===== config.mk =====
export PLATFORM = sky130hd
export DESIGN_NAME = serial_sum_collector
export DESIGN_NICKNAME = d
export VERILOG_FILES = /design/src/rtl/serial_sum_collector_pkg.sv /design/src/rtl/serial_sum_collector_sipo_shreg.sv /design/src/rtl/serial_sum_collector.sv
export SDC_FILE = /design/constraint.sdc
export NUM_CORES = 1
export LEC_CHECK = 0
export ABC_AREA = 1
export CAP_MARGIN = 20
export CELL_PAD_IN_SITES_DETAIL_PLACEMENT = 0
export CELL_PAD_IN_SITES_GLOBAL_PLACEMENT = 1
export CORE_MARGIN = 10
export CORE_UTILIZATION = 28
export CTS_BUF_LIST = sky130_fd_sc_hd__clkbuf_4 sky130_fd_sc_hd__clkbuf_8 sky130_fd_sc_hd__clkbuf_16
export DETAILED_ROUTE_END_ITERATION = 8
export PLACE_DENSITY = 0.79
export SYNTH_ARGS = -nofsm -noshare
export SYNTH_HDL_FRONTEND = slang
export SYNTH_SLANG_ARGS = --single-unit
export TNS_END_PERCENT = 5

===== constraint.sdc =====
create_clock -name clk -period 0.9 [get_ports clk]
set_input_delay 0.135 -clock clk [delete_from_list [all_inputs] [get_ports clk]]
set_output_delay 0.135 -clock clk [all_outputs]
set_load 0.03 [all_outputs]

===== src/rtl/serial_sum_collector_pkg.sv =====
// Shared definitions for the serial sum collector: FSM encodings and frame sizing.
// Frame length grows by one carry bit when SUM_CARRY_EN is defined.
package serial_sum_collector_pkg;

    typedef enum logic [1:0] {
        ST_IDLE  = 2'd0,
        ST_SHIFT = 2'd1,
        ST_HOLD  = 2'd2
    } state_t;

`ifdef SUM_CARRY_EN
    localparam int CARRY_BITS = 1;
`else
    localparam int CARRY_BITS = 0;
`endif

    function automatic int frame_len(input int reglength);
        return reglength + CARRY_BITS;
    endfunction

    function automatic int cnt_width(input int n);
        return $clog2(n + 1);
    endfunction

endpackage


===== src/rtl/serial_sum_collector_sipo_shreg.sv =====
// Serial-in parallel-out shift register; new bits enter at the MSB end and move toward bit 0.
// q_shifted exposes the value q would take on an enabled edge.
module sipo_shreg #(
    parameter int W = 3
) (
    input  logic         clk,
    input  logic         clr,
    input  logic         en,
    input  logic         din,
    output logic [W-1:0] q,
    output logic [W-1:0] q_shifted
);

    logic [W-1:0] q_reg;

    genvar gi;
    generate
        for (gi = 0; gi < W; gi++) begin : g_bit
            if (gi == W - 1) begin : g_top
                assign q_shifted[gi] = din;
            end else begin : g_mid
                assign q_shifted[gi] = q_reg[gi+1];
            end
        end
    endgenerate

    always_ff @(posedge clk) begin
        if (clr) begin
            q_reg <= '0;
        end else if (en) begin
            q_reg <= q_shifted;
        end
    end

    assign q = q_reg;

endmodule


===== src/rtl/serial_sum_collector.sv =====
// Collects the LSB-first serial sum into a parallel word with a valid/ready handshake.
// Define SUM_CARRY_EN to capture the summator carry-out as an extra MSB.
module serial_sum_collector
    import serial_sum_collector_pkg::*;
#(
    parameter int reglength = 3
) (
    input  logic                              clk,
    input  logic                              rst,
    input  logic                              start,
    input  logic                              sum_bit,
    input  logic                              ready,
    output logic [frame_len(reglength)-1:0]   result,
    output logic                              valid,
    output logic                              busy,
    output logic                              overrun
);

    localparam int N  = frame_len(reglength);
    localparam int CW = cnt_width(N);
    localparam logic [CW-1:0] LAST_CNT = CW'(N - 1);
    localparam bit SINGLE_BIT = (N == 1);

    state_t        state_reg, state_next;
    logic [CW-1:0] cnt_reg, cnt_next;
    logic [N-1:0]  result_reg, result_next;
    logic          overrun_reg, overrun_next;
    logic          shift_en;
    logic          begin_frame;
    logic [N-1:0]  sreg_q;
    logic [N-1:0]  sreg_shifted;

    sipo_shreg #(.W(N)) u_shreg (
        .clk       (clk),
        .clr       (rst),
        .en        (shift_en),
        .din       (sum_bit),
        .q         (sreg_q),
        .q_shifted (sreg_shifted)
    );

    always_ff @(posedge clk) begin
        if (rst) begin
            state_reg   <= ST_IDLE;
            cnt_reg     <= '0;
            result_reg  <= '0;
            overrun_reg <= 1'b0;
        end else begin
            state_reg   <= state_next;
            cnt_reg     <= cnt_next;
            result_reg  <= result_next;
            overrun_reg <= overrun_next;
        end
    end

    always_comb begin
        state_next   = state_reg;
        cnt_next     = cnt_reg;
        result_next  = result_reg;
        overrun_next = overrun_reg;
        shift_en     = 1'b0;
        begin_frame  = 1'b0;

        case (state_reg)
            ST_IDLE: begin
                begin_frame = start;
            end
            ST_SHIFT: begin
                shift_en = 1'b1;
                if (start) begin
                    overrun_next = 1'b1;
                end
                if (cnt_reg == LAST_CNT) begin
                    result_next = sreg_shifted;
                    state_next  = ST_HOLD;
                    cnt_next    = '0;
                end else begin
                    cnt_next = cnt_reg + CW'(1);
                end
            end
            ST_HOLD: begin
                // A start coinciding with ready hands off the word and opens the next frame.
                if (ready) begin
                    state_next  = ST_IDLE;
                    begin_frame = start;
                end else if (start) begin
                    overrun_next = 1'b1;
                end
            end
            default: begin
                state_next = ST_IDLE;
                cnt_next   = '0;
            end
        endcase

        if (begin_frame) begin
            shift_en = 1'b1;
            if (SINGLE_BIT) begin
                result_next = sreg_shifted;
                state_next  = ST_HOLD;
                cnt_next    = '0;
            end else begin
                state_next = ST_SHIFT;
                cnt_next   = CW'(1);
            end
        end
    end

    assign result  = result_reg;
    assign valid   = (state_reg == ST_HOLD);
    assign busy    = (state_reg == ST_SHIFT);
    assign overrun = overrun_reg;

    logic unused_sreg;
    assign unused_sreg = ^sreg_q;

endmodule


== After elaboration in Yosys (flattened, before gate mapping) ==
Index checks and enable logic that the tools add are counted.

* Bits in registers: 11
* Bits of input ports: 5
* Logic and storage cells: 41

* Add/sub/neg operators: 1
* Equal/unequal tests: 10
* Reductions and logical operators: 8
* Mux-type cells: 14
* Bitwise logic cells: 1

{| class="wikitable"
|+ Operators by type and width
! operator !! number
|-
| $mux 1 || 7
|-
| $mux 2 || 3
|-
| $ne 2x2->1 const B || 3
|-
| $pmux 2 s3 || 1
|-
| $reduce_and 3->1 || 2
|-
| $eq 2x2->1 const B || 2
|-
| $ne 2x1->1 const B || 2
|-
| $pmux 1 s2 || 2
|-
| $pmux 2 s2 || 1
|-
| $reduce_and 2->1 || 2
|-
| $reduce_or 2->1 || 2
|-
| $ne 3x1->1 const B || 1
|-
| $ne 3x2->1 const B || 1
|-
| $add 2x1->2 const B || 1
|-
| $eq 2x1->1 const B || 1
|-
| $logic_not 2->1 || 1
|-
| $reduce_bool 2->1 || 1
|-
| $not 1->1 || 1
|}

== Logic depth before layout (Yosys ltp) ==
Gate-level depths: netlist of run 1.

* Depth in word-level cells: 4
* Mapped depth: 7
* Depth with buffers taken out: 7

== Hierarchy ==
From an unflattened synthesis of run 1, not the netlist that was laid out.

* Cells, all modules: 72
* Area, all modules: 501.7 um^2

{| class="wikitable"
|+ By module, submodules not included
! module !! area each (um^2) !! sequential area each (um^2) !! cells each !! times used
|-
| serial_sum_collector || 359.1 || 160.2 || 50 || 1
|-
| sipo_shreg || 142.6 || 60.1 || 22 || 1
|}

== Worst setup path after synthesis of run 1 ==
OpenSTA, ideal clock, no wires.

* Path kind: register -> register
* Start point: register state_reg[1]
* End point: register result_reg[0] (netlist: result[0])
* Cell stages (with the launch flop): 7
* Buffers on the path: 0
* Clock period less this slack: 0.971 ns
* Data arrival time: 0.858 ns
* Required time: 0.787 ns
* Path slack: -0.071 ns
* Cell sequence: dfxtp_1 inv_1 nand2_4 inv_2 nand4_1 nand2_1 nor2_1

* Word-level cells in the longest chain between the ends: 2

{| class="wikitable"
|+ Ends and longest elaborated chain
! what !! RTL line !! source
|-
| start, declared || serial_sum_collector.sv:24 || <nowiki>state_t state_reg, state_next;</nowiki>
|-
| start signal, assigned || serial_sum_collector.sv:49 || <nowiki>state_reg <= state_next;</nowiki>
|-
| $eq 2x1->1 || n/a ||
|-
| named net busy || serial_sum_collector.sv:15 || <nowiki>output logic busy,</nowiki>
|-
| $reduce_and 2->1 (no source line) || n/a ||
|-
| end signal, assigned || serial_sum_collector.sv:51 || <nowiki>result_reg <= result_next;</nowiki>
|-
| end, declared || serial_sum_collector.sv:26 || <nowiki>logic [N-1:0] result_reg, result_next;</nowiki>
|}

The timed path passes the listed nets, and every way through them passes these cells.
A chain may end at the register's enable or synchronous reset.

== Final worst setup path of run 1 ==
* Start point: register state_reg[0]
* End point: output valid

* Word-level cells in the longest chain between the ends: 1

{| class="wikitable"
|+ Ends and longest elaborated chain
! what !! RTL line !! source
|-
| $eq 2x2->1 || serial_sum_collector.sv:110 || <nowiki>assign valid = (state_reg == ST_HOLD);</nowiki>
|-
| end, declared || serial_sum_collector.sv:14 || <nowiki>output logic valid,</nowiki>
|}

Every way passes these cells.

==> results.txt, run 1 <==
Vias/cell -> 4.58
Slowest-stage cell, CP -> dfxtp_2
Final min period -> 1110 ps
Clock Pin Slew Worst Setup and Hold Paths -> 60 ps
layout cells sized above 1 -> 36.9%
Hold Violations, Final -> 0
first-pass iteration count of the detailed router -> 3
Post-synth EDFFs -> 0
power per cell area -> 1440 nW/um2
Max-slew headroom -> 86.9%
area delta synth->final -> 51.0%
remaining global-route overflow -> 0
post-synthesis sequential area ratio -> 44.1%
clock latency on the worst-skew pair -> 260 ps
Post-Syn Area -> 454 um2
chip width -> 60.3 um
post-route DRC violation count -> 0
flops & latches, synth -> 10
Setup WS pre-CTS -> -311 ps
MaxCap Viol Count -> 0
CTS sink cnt -> 10
number of port buffers -> 10
worst hold slack -> 455 ps
Cell Chain, Critical Path -> buf_4 > nor2_4 > buf_6
setup repair after global routing missed its margin -> yes
Routed WL -> 1.05 mm
DRT iter0 DRCs -> 3
fillers -> 157
syn_nets -> 71
area of the multi-input gates -> 230 um2
HP Class -> input port to flop
Yosys top cell area share -> 44.1%
Commonest cells post-synth -> 14 x nand2_1, 11 x inv_1, 11 x nor2_1, 10 x dfxtp_1
Ys Warns -> 0
total leakage power -> 0.310 nW
Reg area -> 209 um2
initial antenna violation count -> 0
cell row count -> 14
Synth area leader -> dfxtp_1
worst path bufs/invs -> 2
period utilisation layout -> 123%
Worst Path Arrival -> 970 ps
die area -> 3630 um2
largest fanout on the critical path -> 4
peak ir drop on the vdd network -> 1210 uV
max reg flops -> 3
Starting Density -> 29.8%
Primary FF master, synth -> dfxtp_1
Final Setup Violations -> 7
H-Tree Depth -> 1
Num CTS Buffers -> 3
status -> finished, violations left
CP required -> 760 ps
fraction of registers with async set/reset -> 0%
post-synthesis cell type count -> 11
setup ws final -> -206 ps
Worst Path Class, Setup -> flop to primary output
final setup skew -> 0.529 ps
Slew Limit Fails -> 0
Slew @ Worst Pin -> 197 ps
startpoint types -> flop
routed len/inst -> 10.5 um
Nets -> 91
CTS Buffer Depth -> 2
fmax -> 904 MHz
GP Congestion -> 0.766
core area -> 1520 um2
post-detail-place hpwl -> 795 um
Cells after Synth -> 66
GR Util All Layers -> 6.63%
first-pass GRT wire length -> 1.86 mm
Syn Area/Cell -> 6.88 um2
violated checks -> setup timing
top-count cell post-synth -> nand2_1
slowest cell delay on critical path -> 350 ps
CTS tree -> yes
synth top area cells -> dfxtp_1 44%, nand2_1 12%, inv_1 9.1%
ANT nets after route -> 0
Worst Setup End Kind -> primary output
Root Buffer -> clkbuf_4
largest net degree at the start of global routing -> 9
Ports -> 11
Antenna diodes -> 0
crit-path leading delay family -> flip-flops
total number of vias -> 458
number of global-route vias before repair -> 446
die height -> 60.3 um
-- per-layer routing --
metal  vias up  GRT usage [%]  wire length [um]
li1        241              -                 -
met1       208           6.89               440
met2         7           10.6               529
met3         2           3.81                56
met4         0           2.88                27
met5         -              0                 0
-- cell usage in the layout (no fill, tap or decap) --
cell type / count
a21oi_2: 2
nand3_1: 6
inv_1: 10
clkbuf_4: 3
clkdlybuf4s50_1: 4
nor2_1: 9
nand4_1: 3
buf_4: 3
o21ai_1: 1
inv_4: 1
nor3_4: 1
nor2_4: 1
buf_6: 8
inv_2: 2
nand2_1: 13
dfxtp_1: 3
nor2_2: 1
a21oi_1: 4
dfxtp_2: 7
nand2_4: 2
-- power breakdown --
part | switching, W | total (W) | internal, W
logic | 0.000115 | 0.000203 | 0.0000883
clock network | 0.000138 | 0.000292 | 0.000154
registers | 0.0000244 | 0.000495 | 0.000470
total | 0.000278 | 0.000990 | 0.000712
-- worst paths after layout --
check          startpoint  slack, ps        end  depth (start not counted)
min reg2reg     result[1]        460  result[1]                          2
max reg2reg  state_reg[1]        -60  result[2]                          6
min                 start        460    overrun                          3
max          state_reg[0]       -210      valid                          3
-- tightest hold or removal path, cell delays in order --
cell and delay (ps):
clkdlybuf4s50_1 410, nand2_1 90, a21oi_2 50
-- logic make-up after synthesis --
family,share of synthesized area (%)
and+or+nand+nor,37.5
buffers and inverters,10.7
DFF,44.1
AOI/OAI and AO/OA,7.71
-- layout make-up --
cell class	count	share of cell area, %
multi-input combinational	43	33.6
clock buffer	3	3.28
inverter	13	7.48
tap	16	2.92
sequential	10	30.5
timing repair buffer	15	22.3
-- metrics by stage --
stage	instances	total power (W)	instance area, um2	utilization [%]	setup TNS [ps]
final	100	0.000990	686	45.0	-582
after global routing	100	0.00105	686	45.0	-1090
after CTS	100	0.000993	653	42.9	-624
after detailed placement	96	0.000676	594	39.0	-1970
after global placement	96	0.000676	594	39.0	-1900
after floorplan	66	0.000609	459	-	-79.0
-- repair_timing --
action | CTS | global route
setup endpoints to repair | 11 | 16
hold buffers | 0 | 0
hold endpoints to repair | 0 | 0
resized for setup | 10 | 13
gates cloned | 0 | 0
pin swaps | 1 | 2
buffers inserted | 1 | 0
No activity file was read; power rests on OpenSTA's default activity.
==> run 2: changes to the inputs <==
--- a/config.mk
+++ b/config.mk
@@ -9,11 +9,12 @@
 export CAP_MARGIN = 20
 export CELL_PAD_IN_SITES_DETAIL_PLACEMENT = 0
 export CELL_PAD_IN_SITES_GLOBAL_PLACEMENT = 1
-export CORE_MARGIN = 10
+export CORE_MARGIN = 1
 export CORE_UTILIZATION = 28
 export CTS_BUF_LIST = sky130_fd_sc_hd__clkbuf_4 sky130_fd_sc_hd__clkbuf_8 sky130_fd_sc_hd__clkbuf_16
 export DETAILED_ROUTE_END_ITERATION = 8
 export PLACE_DENSITY = 0.79
+export SLEW_MARGIN = 20
 export SYNTH_ARGS = -nofsm -noshare
 export SYNTH_HDL_FRONTEND = slang
 export SYNTH_SLANG_ARGS = --single-unit
==> run 2 against run 1 <==
Against the previous run: the run still ends with setup timing left; routed wire length up 1.8%; sequential power shrank 0.8%; clock-buffer cell count up 1; clock power up 41%; non-clock buffer count rose by 3; sequential cell count is the same; total power grew 14%; critical path depth unchanged; cell area is 8.9% higher; critical endpoint unchanged; highest routed layer is now met3.
==> results.txt, run 2 (same netlist as run 1, synthesis figures left out) <==
status -> finished, violations left
violated checks -> setup timing
Worst Path Arrival -> 970 ps
Worst Setup End Kind -> primary output
H-Tree Depth -> 1
Final min period -> 1110 ps
chip width -> 42.3 um
max reg flops -> 3
first-pass iteration count of the detailed router -> 4
Slew Limit Fails -> 0
power per cell area -> 1510 nW/um2
Placed Area -> 602 um2
post-route DRC violation count -> 0
Antenna diodes -> 0
fillers -> 152
CTS sink cnt -> 10
Final Cell Area -> 747 um2
Finished Core Util -> 49.6%
number of global-route vias before repair -> 393
die height -> 42.3 um
die area -> 1790 um2
GP Congestion -> 0.822
CTS tree -> yes
clock latency on the worst-skew pair -> 270 ps
total power -> 0.00113 W
total number of vias -> 473
Nets -> 94
Clock Pin Slew Worst Setup and Hold Paths -> 70 ps
commonest cells after routing, fill and taps aside -> 12 x nand2_1, 10 x buf_6, 9 x inv_1, 9 x nor2_1
ANT nets after route -> 0
largest net degree at the start of global routing -> 8
HP Class -> input port to flop
Root Buffer -> clkbuf_4
Ports -> 11
Num CTS Buffers -> 3
initial antenna violation count -> 0
CTS Buffer Depth -> 2
cell row count -> 14
routed len/inst -> 10.3 um
fmax -> 904 MHz
period utilisation layout -> 123%
peak ir drop on the vdd network -> 1220 uV
CP required -> 760 ps
Vias/cell -> 4.55
Final Setup Violations -> 12
layout cells sized above 1 -> 43.2%
Routed WL -> 1.07 mm
hold_buf cts -> 0
Slew @ Worst Pin -> 246 ps
post-detail-place hpwl -> 711 um
number of port buffers -> 10
GR Util All Layers -> 12.9%
Max-slew headroom -> 83.6%
startpoint types -> flop
setup repair after global routing missed its margin -> yes
commonest non-fill, non-tap cell in the layout -> nand2_1
area delta synth->final -> 64.5%
MaxCap Viol Count -> 0
Reg area -> 210 um2
Starting Density -> 30.1%
first-pass GRT wire length -> 1.64 mm
area of the multi-input gates -> 244 um2
setup ws final -> -206 ps
DRT iter0 DRCs -> 12
final setup skew -> 6.53 ps
Worst Path Class, Setup -> flop to primary output
remaining global-route overflow -> 0
largest fanout on the critical path -> 3
total leakage power -> 0.334 nW
Hold Violations, Final -> 0
core area -> 1510 um2
==> run 2: layout make-up <==
type / instances / area share [%]
Multi-Input combinational cell: 43 / 32.7
Sequential cell: 10 / 28.1
Timing Repair Buffer: 18 / 24.5
Inverter: 13 / 7.20
Clock buffer: 4 / 4.86
Tap cell: 16 / 2.68
==> run 2: through the flow <==
step / hold slack (ps) / setup TNS (ps) / cells / setup WS [ps]
floorplan: 204 / -79.0 / 66 / -25.0
global placement: 437 / -1930 / 97 / -288
detailed placement: 442 / -2070 / 97 / -323
CTS: 443 / -841 / 104 / -224
global route: 457 / -1620 / 104 / -238
finish: 455 / -952 / 104 / -206
==> run 2: metal layers <==
| metal | up-vias | track usage [%] | part of all wire, % |
|---|---|---|---|
| li1 | 249 | - | - |
| met1 | 211 | 15.3 | 43 |
| met2 | 13 | 19.4 | 49 |
| met3 | 0 | 7.76 | 7.6 |
| met4 | 0 | 3.75 | 0 |
| met5 | - | 0 | 0 |
==> run 2: what timing repair did <==
action	in CTS	in global routing
resized for setup	18	11
endpoints found under the setup margin	14	15
setup buffers	3	0
pin swaps	1	0
==> run 2: path summary, 6_finish.rpt <==
path | cells past startpoint | slack, ps | to | startpoint
max | 3 | -210 | valid | state_reg[0]
min | 3 | 460 | overrun | start
max reg2reg | 5 | -100 | u_shreg.q[1] | state_reg[0]
min reg2reg | 2 | 470 | overrun | overrun
==> run 2: critical path, cell delays in order (launching register included) <==
cell and delay, ps:
dfxtp_4 370, buf_6 120, nor2_4 90, buf_6 130
==> run 2: power breakdown <==
part	internal (W)	total (W)	switching, W
combinational	0.000101	0.000226	0.000125
sequential	0.000468	0.000491	0.0000232
clock	0.000246	0.000411	0.000165
